### src/rtl/bp_nonsynth_host_io_master.sv
// Bench-side host I/O initiator: turns putchar/getchar/finish requests into uncached memory
// commands for the host I/O responder, waits for the response and reports completion.
// Only one transaction is ever outstanding, and every transaction is guarded by a watchdog.
// The processor configuration is flattened into plain parameters. The message layout is
// (MSB..LSB) data | payload | size | addr | msg_type.
module bp_nonsynth_host_io_master
  #(parameter int unsigned paddr_width_p     = 40
    , parameter int unsigned cce_block_width_p = 64
    , parameter int unsigned payload_width_p   = 12
    , parameter int unsigned num_core_p        = 4
    , parameter int unsigned timeout_p         = 1024
    , localparam int unsigned core_width_lp    = (num_core_p > 1) ? $clog2(num_core_p) : 1
    , localparam int unsigned cce_mem_msg_width_lp =
        cce_block_width_p + payload_width_p + 3 + paddr_width_p + 4
    )
    (input  logic                            clk_i
     , input  logic                            reset_i
     , input  logic                            req_v_i
     , output logic                            req_ready_o
     , input  logic [1:0]                      req_op_i
     , input  logic [core_width_lp-1:0]        req_core_i
     , input  logic [7:0]                      req_data_i
     , output logic [cce_mem_msg_width_lp-1:0] io_cmd_o
     , output logic                            io_cmd_v_o
     , input  logic                            io_cmd_yumi_i
     , input  logic [cce_mem_msg_width_lp-1:0] io_resp_i
     , input  logic                            io_resp_v_i
     , output logic                            io_resp_yumi_o
     , output logic                            rsp_v_o
     , output logic [7:0]                      rsp_data_o
     , output logic                            error_o
     , output logic [31:0]                     txn_count_o
     );

    localparam logic [3:0] mem_uc_rd_lp  = 4'd2;
    localparam logic [3:0] mem_uc_wr_lp  = 4'd3;
    localparam logic [2:0] mem_size_8_lp = 3'd3;

    localparam int unsigned timer_width_lp = (timeout_p > 1) ? $clog2(timeout_p) : 1;
    localparam logic [timer_width_lp-1:0] timer_max_lp = timer_width_lp'(timeout_p - 1);

    typedef struct packed {
        logic [cce_block_width_p-1:0] data;
        logic [payload_width_p-1:0]   payload;
        logic [2:0]                   size;
        logic [paddr_width_p-1:0]     addr;
        logic [3:0]                   msg_type;
    } mem_msg_s;

    typedef enum logic [1:0] {StIdle, StSend, StWait, StDone} state_e;

    state_e                    state_q, state_d;
    mem_msg_s                  cmd_q, cmd_d, new_cmd, resp;
    logic [timer_width_lp-1:0] timer_q, timer_d;
    logic [7:0]                rsp_data_q, rsp_data_d;
    logic                      error_q, error_d;
    logic [31:0]               txn_count_q, txn_count_d;
    logic                      timeout, resp_mismatch, accept;
    logic                      unused_resp;

    assign resp          = mem_msg_s'(io_resp_i);
    assign resp_mismatch = (resp.msg_type != cmd_q.msg_type) || (resp.addr != cmd_q.addr);
    assign timeout       = (state_q inside {StSend, StWait}) && (timer_q == timer_max_lp);
    assign accept        = (state_q == StIdle) && req_v_i && (req_op_i != 2'd3);
    assign unused_resp   = ^{resp.payload, resp.size, resp.data[cce_block_width_p-1:8]};

    // Encode the incoming request as a host-mapped uncached command
    always_comb begin
        new_cmd      = '0;
        new_cmd.size = mem_size_8_lp;
        unique case (req_op_i)
            2'd0: begin
                new_cmd.msg_type = mem_uc_wr_lp;
                new_cmd.addr     = paddr_width_p'(64'h0010_1000);
                new_cmd.data     = cce_block_width_p'(req_data_i);
            end
            2'd1: begin
                new_cmd.msg_type = mem_uc_rd_lp;
                new_cmd.addr     = paddr_width_p'(64'h0010_0000 | (64'(req_core_i) << 3));
            end
            2'd2: begin
                new_cmd.msg_type = mem_uc_wr_lp;
                new_cmd.addr     = paddr_width_p'(64'h0010_2000 | (64'(req_core_i) << 3));
                new_cmd.data     = cce_block_width_p'(req_data_i[0]);
            end
            2'd3: ;
        endcase
    end

    // State register
    always_ff @(posedge clk_i) begin
        if (reset_i) state_q <= StIdle;
        else         state_q <= state_d;
    end

    // Next-state logic; a response beats a timeout landing in the same cycle
    always_comb begin
        state_d = state_q;
        unique case (state_q)
            StIdle: if (accept) state_d = StSend;
            StSend: begin
                if (io_cmd_yumi_i) state_d = StWait;
                else if (timeout)  state_d = StDone;
            end
            StWait: if (io_resp_v_i || timeout) state_d = StDone;
            StDone: state_d = StIdle;
        endcase
    end

    // Handshake outputs decoded from the current state
    always_comb begin
        req_ready_o    = 1'b0;
        io_cmd_v_o     = 1'b0;
        io_resp_yumi_o = 1'b0;
        rsp_v_o        = 1'b0;
        unique case (state_q)
            StIdle: begin
                req_ready_o    = 1'b1;
                io_resp_yumi_o = io_resp_v_i;  // stray responses are drained
            end
            StSend: io_cmd_v_o     = 1'b1;
            StWait: io_resp_yumi_o = io_resp_v_i;
            StDone: rsp_v_o        = 1'b1;
        endcase
    end

    // Datapath next state: command, watchdog, completion data, sticky error, counter
    always_comb begin
        cmd_d       = accept ? new_cmd : cmd_q;
        timer_d     = '0;
        rsp_data_d  = rsp_data_q;
        error_d     = error_q;
        txn_count_d = txn_count_q;
        unique case (state_q)
            StIdle: begin
                if (io_resp_v_i || (req_v_i && (req_op_i == 2'd3))) error_d = 1'b1;
            end
            StSend: begin
                if (!io_cmd_yumi_i) begin
                    timer_d = timer_q + timer_width_lp'(1);
                    if (timeout) begin
                        error_d    = 1'b1;
                        rsp_data_d = 8'h00;
                    end
                end
            end
            StWait: begin
                timer_d = timer_q + timer_width_lp'(1);
                if (io_resp_v_i) begin
                    rsp_data_d = (cmd_q.msg_type == mem_uc_rd_lp) ? resp.data[7:0] : 8'h00;
                    if (resp_mismatch) error_d = 1'b1;
                end else if (timeout) begin
                    error_d    = 1'b1;
                    rsp_data_d = 8'h00;
                end
            end
            StDone: txn_count_d = txn_count_q + 32'd1;
        endcase
    end

    // Datapath registers
    always_ff @(posedge clk_i) begin
        if (reset_i) begin
            cmd_q       <= '0;
            timer_q     <= '0;
            rsp_data_q  <= 8'h00;
            error_q     <= 1'b0;
            txn_count_q <= 32'd0;
        end else begin
            cmd_q       <= cmd_d;
            timer_q     <= timer_d;
            rsp_data_q  <= rsp_data_d;
            error_q     <= error_d;
            txn_count_q <= txn_count_d;
        end
    end

    assign io_cmd_o    = cmd_q;
    assign rsp_data_o  = rsp_data_q;
    assign error_o     = error_q;
    assign txn_count_o = txn_count_q;

endmodule
### config.mk
export PLATFORM = sky130hd
export DESIGN_NAME = bp_nonsynth_host_io_master
export DESIGN_NICKNAME = d
export VERILOG_FILES = /design/src/rtl/bp_nonsynth_host_io_master.sv
export SDC_FILE = /design/constraint.sdc
export NUM_CORES = 1
export LEC_CHECK = 0
export CORE_AREA = 3 3 118 120
export CTS_CLUSTER_SIZE = 12
export DETAILED_ROUTE_END_ITERATION = 10
export DIE_AREA = 0 0 121 123
export PLACE_DENSITY_LB_ADDON = 0.2
export SLEW_MARGIN = 40
export SYNTH_ARGS = -nofsm -noshare
export SYNTH_HDL_FRONTEND = slang
export SYNTH_SLANG_ARGS = --single-unit
### constraint.sdc
create_clock -name clk_i -period 3.84 [get_ports clk_i]
set_clock_uncertainty 0.15 [all_clocks]
set_input_delay 0.768 -clock clk_i [delete_from_list [all_inputs] [get_ports clk_i]]
set_output_delay 0.768 -clock clk_i [all_outputs]
set_load 0.02 [all_outputs]
==> metrics.txt <==
# port buffers=130; RSZ-0062 raised after global routing=no; Final Cycle Share=77.91%; Synth-to-Final Area Change=34.92%; clock sinks=68; Reg2Reg Setup Slack=1.27 ns; Worst setup EP type=output port; Post-Syn Instances=465; Post-layout nets=740; most frequent cells in the layout=clkdlybuf4s50_1, conb_1, dfxtp_1, nor2_1, a21oi_1; die footprint=14880 um2; Worst Hold Margin=0.3110 ns; ys flop type=dfxtp_1; CP dominant cell by count=clkdlybuf4s50_1; Synth Register Bits=68; Max Slew Vio Count=0; htree depth=3; Worst Path Buf+Inv=3; library cells used by synthesis=50; Critical Path Source Type=input pin; clk slew on worst S/H paths=0.06 ns; min cycle time layout=2.992 ns; Levels on crit path=4; most common cell after layout, fill and taps aside=clkdlybuf4s50_1; non-filler cells, final=775; setup bufs post-CTS=0; Final ANT Viol Nets=0; routed wire length=10050 um; GRT Resource Usage Total=13.08%; DR vias=3458; Num CTS Buffers=9; Post-Syn Area per Cell=8.514 um2; total gr overflow=0; Post-DP Area=5011 um2; vias in the first global route=3135; setup violators final=0; Top Ports=308; YS warnings=0; crit path DAT=2.07 ns; Die Y=123 um; final core utilization=40.82%; routed len/inst=12.97 um; clk buf depth=2; Hold Path Class=reg2reg; Max Cap Violations=0; worst path cell trace=clkdlybuf4s50_1, inv_1, nor2_1, clkdlybuf4s50_1; share of cells above drive strength 1=6.678%; fmax=334.2 MHz; sequential area share after synthesis=34.39%; maximum vdd drop=189.3 uV; initial drt markers=178; Slew @ Worst Pin=0.7587 ns; CORE AREA=13090 um2; reg2reg start=state_q[0]; reg2reg end=txn_count_o[20]; die width=121 um; initial antenna violation count=0; first-pass GRT wire length=15550 um; cell area after synthesis=3959 um2; status=complete, no violations; Post-CTS Resized=0; Post-DP HPWL=7742 um; PD cells=410.2 nW/um2; setup tns final=0 ns; worst rel slew slack=49.19%; Layout Cell Area excl Fill=5341 um2; DRC viols=0; std cell rows=42; delay-heaviest family, CP=buffers and inverters; Worst path slowest cell=clkdlybuf4s50_1; Crit Path Max Fanout=4; CP Data Required Time=2.92 ns; R2R depth=5; Post-synth ARST share=0%; Worst path max stage delay=0.62 ns; final hold viol count=0; CTS Hold Buffers Added=0; largest net degree at the start of global routing=52; dpl cells=759; root buffer cell=clkbuf_16; Worst-Skew Late Latency=0.33 ns; routability congestion estimate=0.7262; CTS tree=yes; DRT Pass-1 Iters=4; antenna cells=0; CP startpoint=io_resp_v_i; Pleak=0.001984 uW; Worst Setup EP=io_resp_yumi_o; Starting Density=30.25%; vias per inst=4.462; Post-synth EDFFs=0; Setup CP Type=in2out
worst min-delay path by stage:
stage	startpoint	endpoint	depth (start not counted)
2_1_floorplan	timer_q[0]	timer_q[0]	1
5_1_grt	rsp_data_o[1]	rsp_data_o[1]	1
3_3_place_gp	timer_q[0]	timer_q[0]	1
4_1_cts	timer_q[0]	timer_q[0]	1
6_report	timer_q[0]	timer_q[0]	1
3_5_place_dp	timer_q[0]	timer_q[0]	1
state kept, by name, summed over array words and instances, names as in the netlist:
register	cells
rsp_data_o	8
txn_count_o	32
io_cmd_o	15
state_q	2
error_o	1
timer_q	10
worst register-to-register path, cell delays in order (launching register included):
cell and delay, ns:
dfxtp_1 0.40, ha_1 0.42, nand4_4 0.23, or4_4 0.67, or4_1 0.49, a21oi_1 0.14
Yosys cell counts, types with 2 or more instances:
library cell | number | share of area, %
buf_4 | 108 | 20
dfxtp_1 | 68 | 34
nor2_1 | 48 | 4.6
a21oi_1 | 21 | 2.7
nand2_1 | 18 | 1.7
xnor2_1 | 18 | 4.0
nand4_1 | 17 | 2.7
inv_1 | 15 | 1.4
nand3_1 | 15 | 1.9
nor4_1 | 13 | 2.1
a22oi_1 | 10 | 1.9
o21ai_0 | 10 | 1.3
nor3_1 | 9 | 1.1
a22o_1 | 8 | 1.8
xor2_1 | 8 | 1.8
or3_1 | 7 | 1.1
clkbuf_1 | 6 | 0.57
ha_1 | 6 | 1.9
and3_1 | 5 | 0.79
nor2b_1 | 4 | 0.63
or2_2 | 4 | 0.63
or4_1 | 4 | 0.76
a31o_2 | 3 | 0.66
mux2_2 | 3 | 0.85
o311ai_0 | 3 | 0.66
o31ai_1 | 3 | 0.57
or3_2 | 3 | 0.57
a211oi_1 | 2 | 0.38
and4_1 | 2 | 0.44
buf_6 | 2 | 0.57
mux2i_1 | 2 | 0.51
o41ai_1 | 2 | 0.44
metal layers:
layer / GRT usage [%] / part of all wire [%] / vias up
met5: 0 / 0 / -
met4: 4.249 / 1.0 / 0
met3: 5.535 / 11 / 8
met2: 22.26 / 48 / 186
met1: 14.87 / 39 / 1583
li1: - / - / 1681
stage by stage:
step	setup slack, ns	total power (uW)
after floorplan	1.318	1219
after global placement	0.8738	1340
after detailed placement	0.8515	1345
after CTS	0.8438	2217
after global routing	0.7771	2301
final	0.8482	2191
logic make-up (layout without fill, tap and decap cells):
| logic type | Yosys count | in the layout | synth area share (%) |
|---|---|---|---|
| mux | 5 | 5 | 1.359 |
| simple gates | 155 | 155 | 20.80 |
| flops | 68 | 68 | 34.39 |
| buf+inv | 133 | 162 | 23.42 |
| fa+ha+maj | 6 | 6 | 1.896 |
| compound gates | 71 | 71 | 12.30 |
| other cells | 1 | 106 | 0.09473 |
| xor+xnor | 26 | 26 | 5.752 |
power by group:
group          switching (uW)  total (uW)  internal, uW
logic                     332         560           228
registers                37.2         776           739
clock network             341         855           514
cell type report:
| class | instances | area (um2) |
|---|---|---|
| clock inverters | 7 | 83.83 |
| flip-flops and latches | 68 | 1361 |
| well taps | 176 | 220.2 |
| repair buffers | 131 | 1304 |
| multi-input cells | 369 | 2091 |
| inverters | 15 | 56.30 |
| fillers | 1324 | 7744 |
| clock buffers | 9 | 225.2 |
Note: power is estimated with default switching activity, not from simulation.
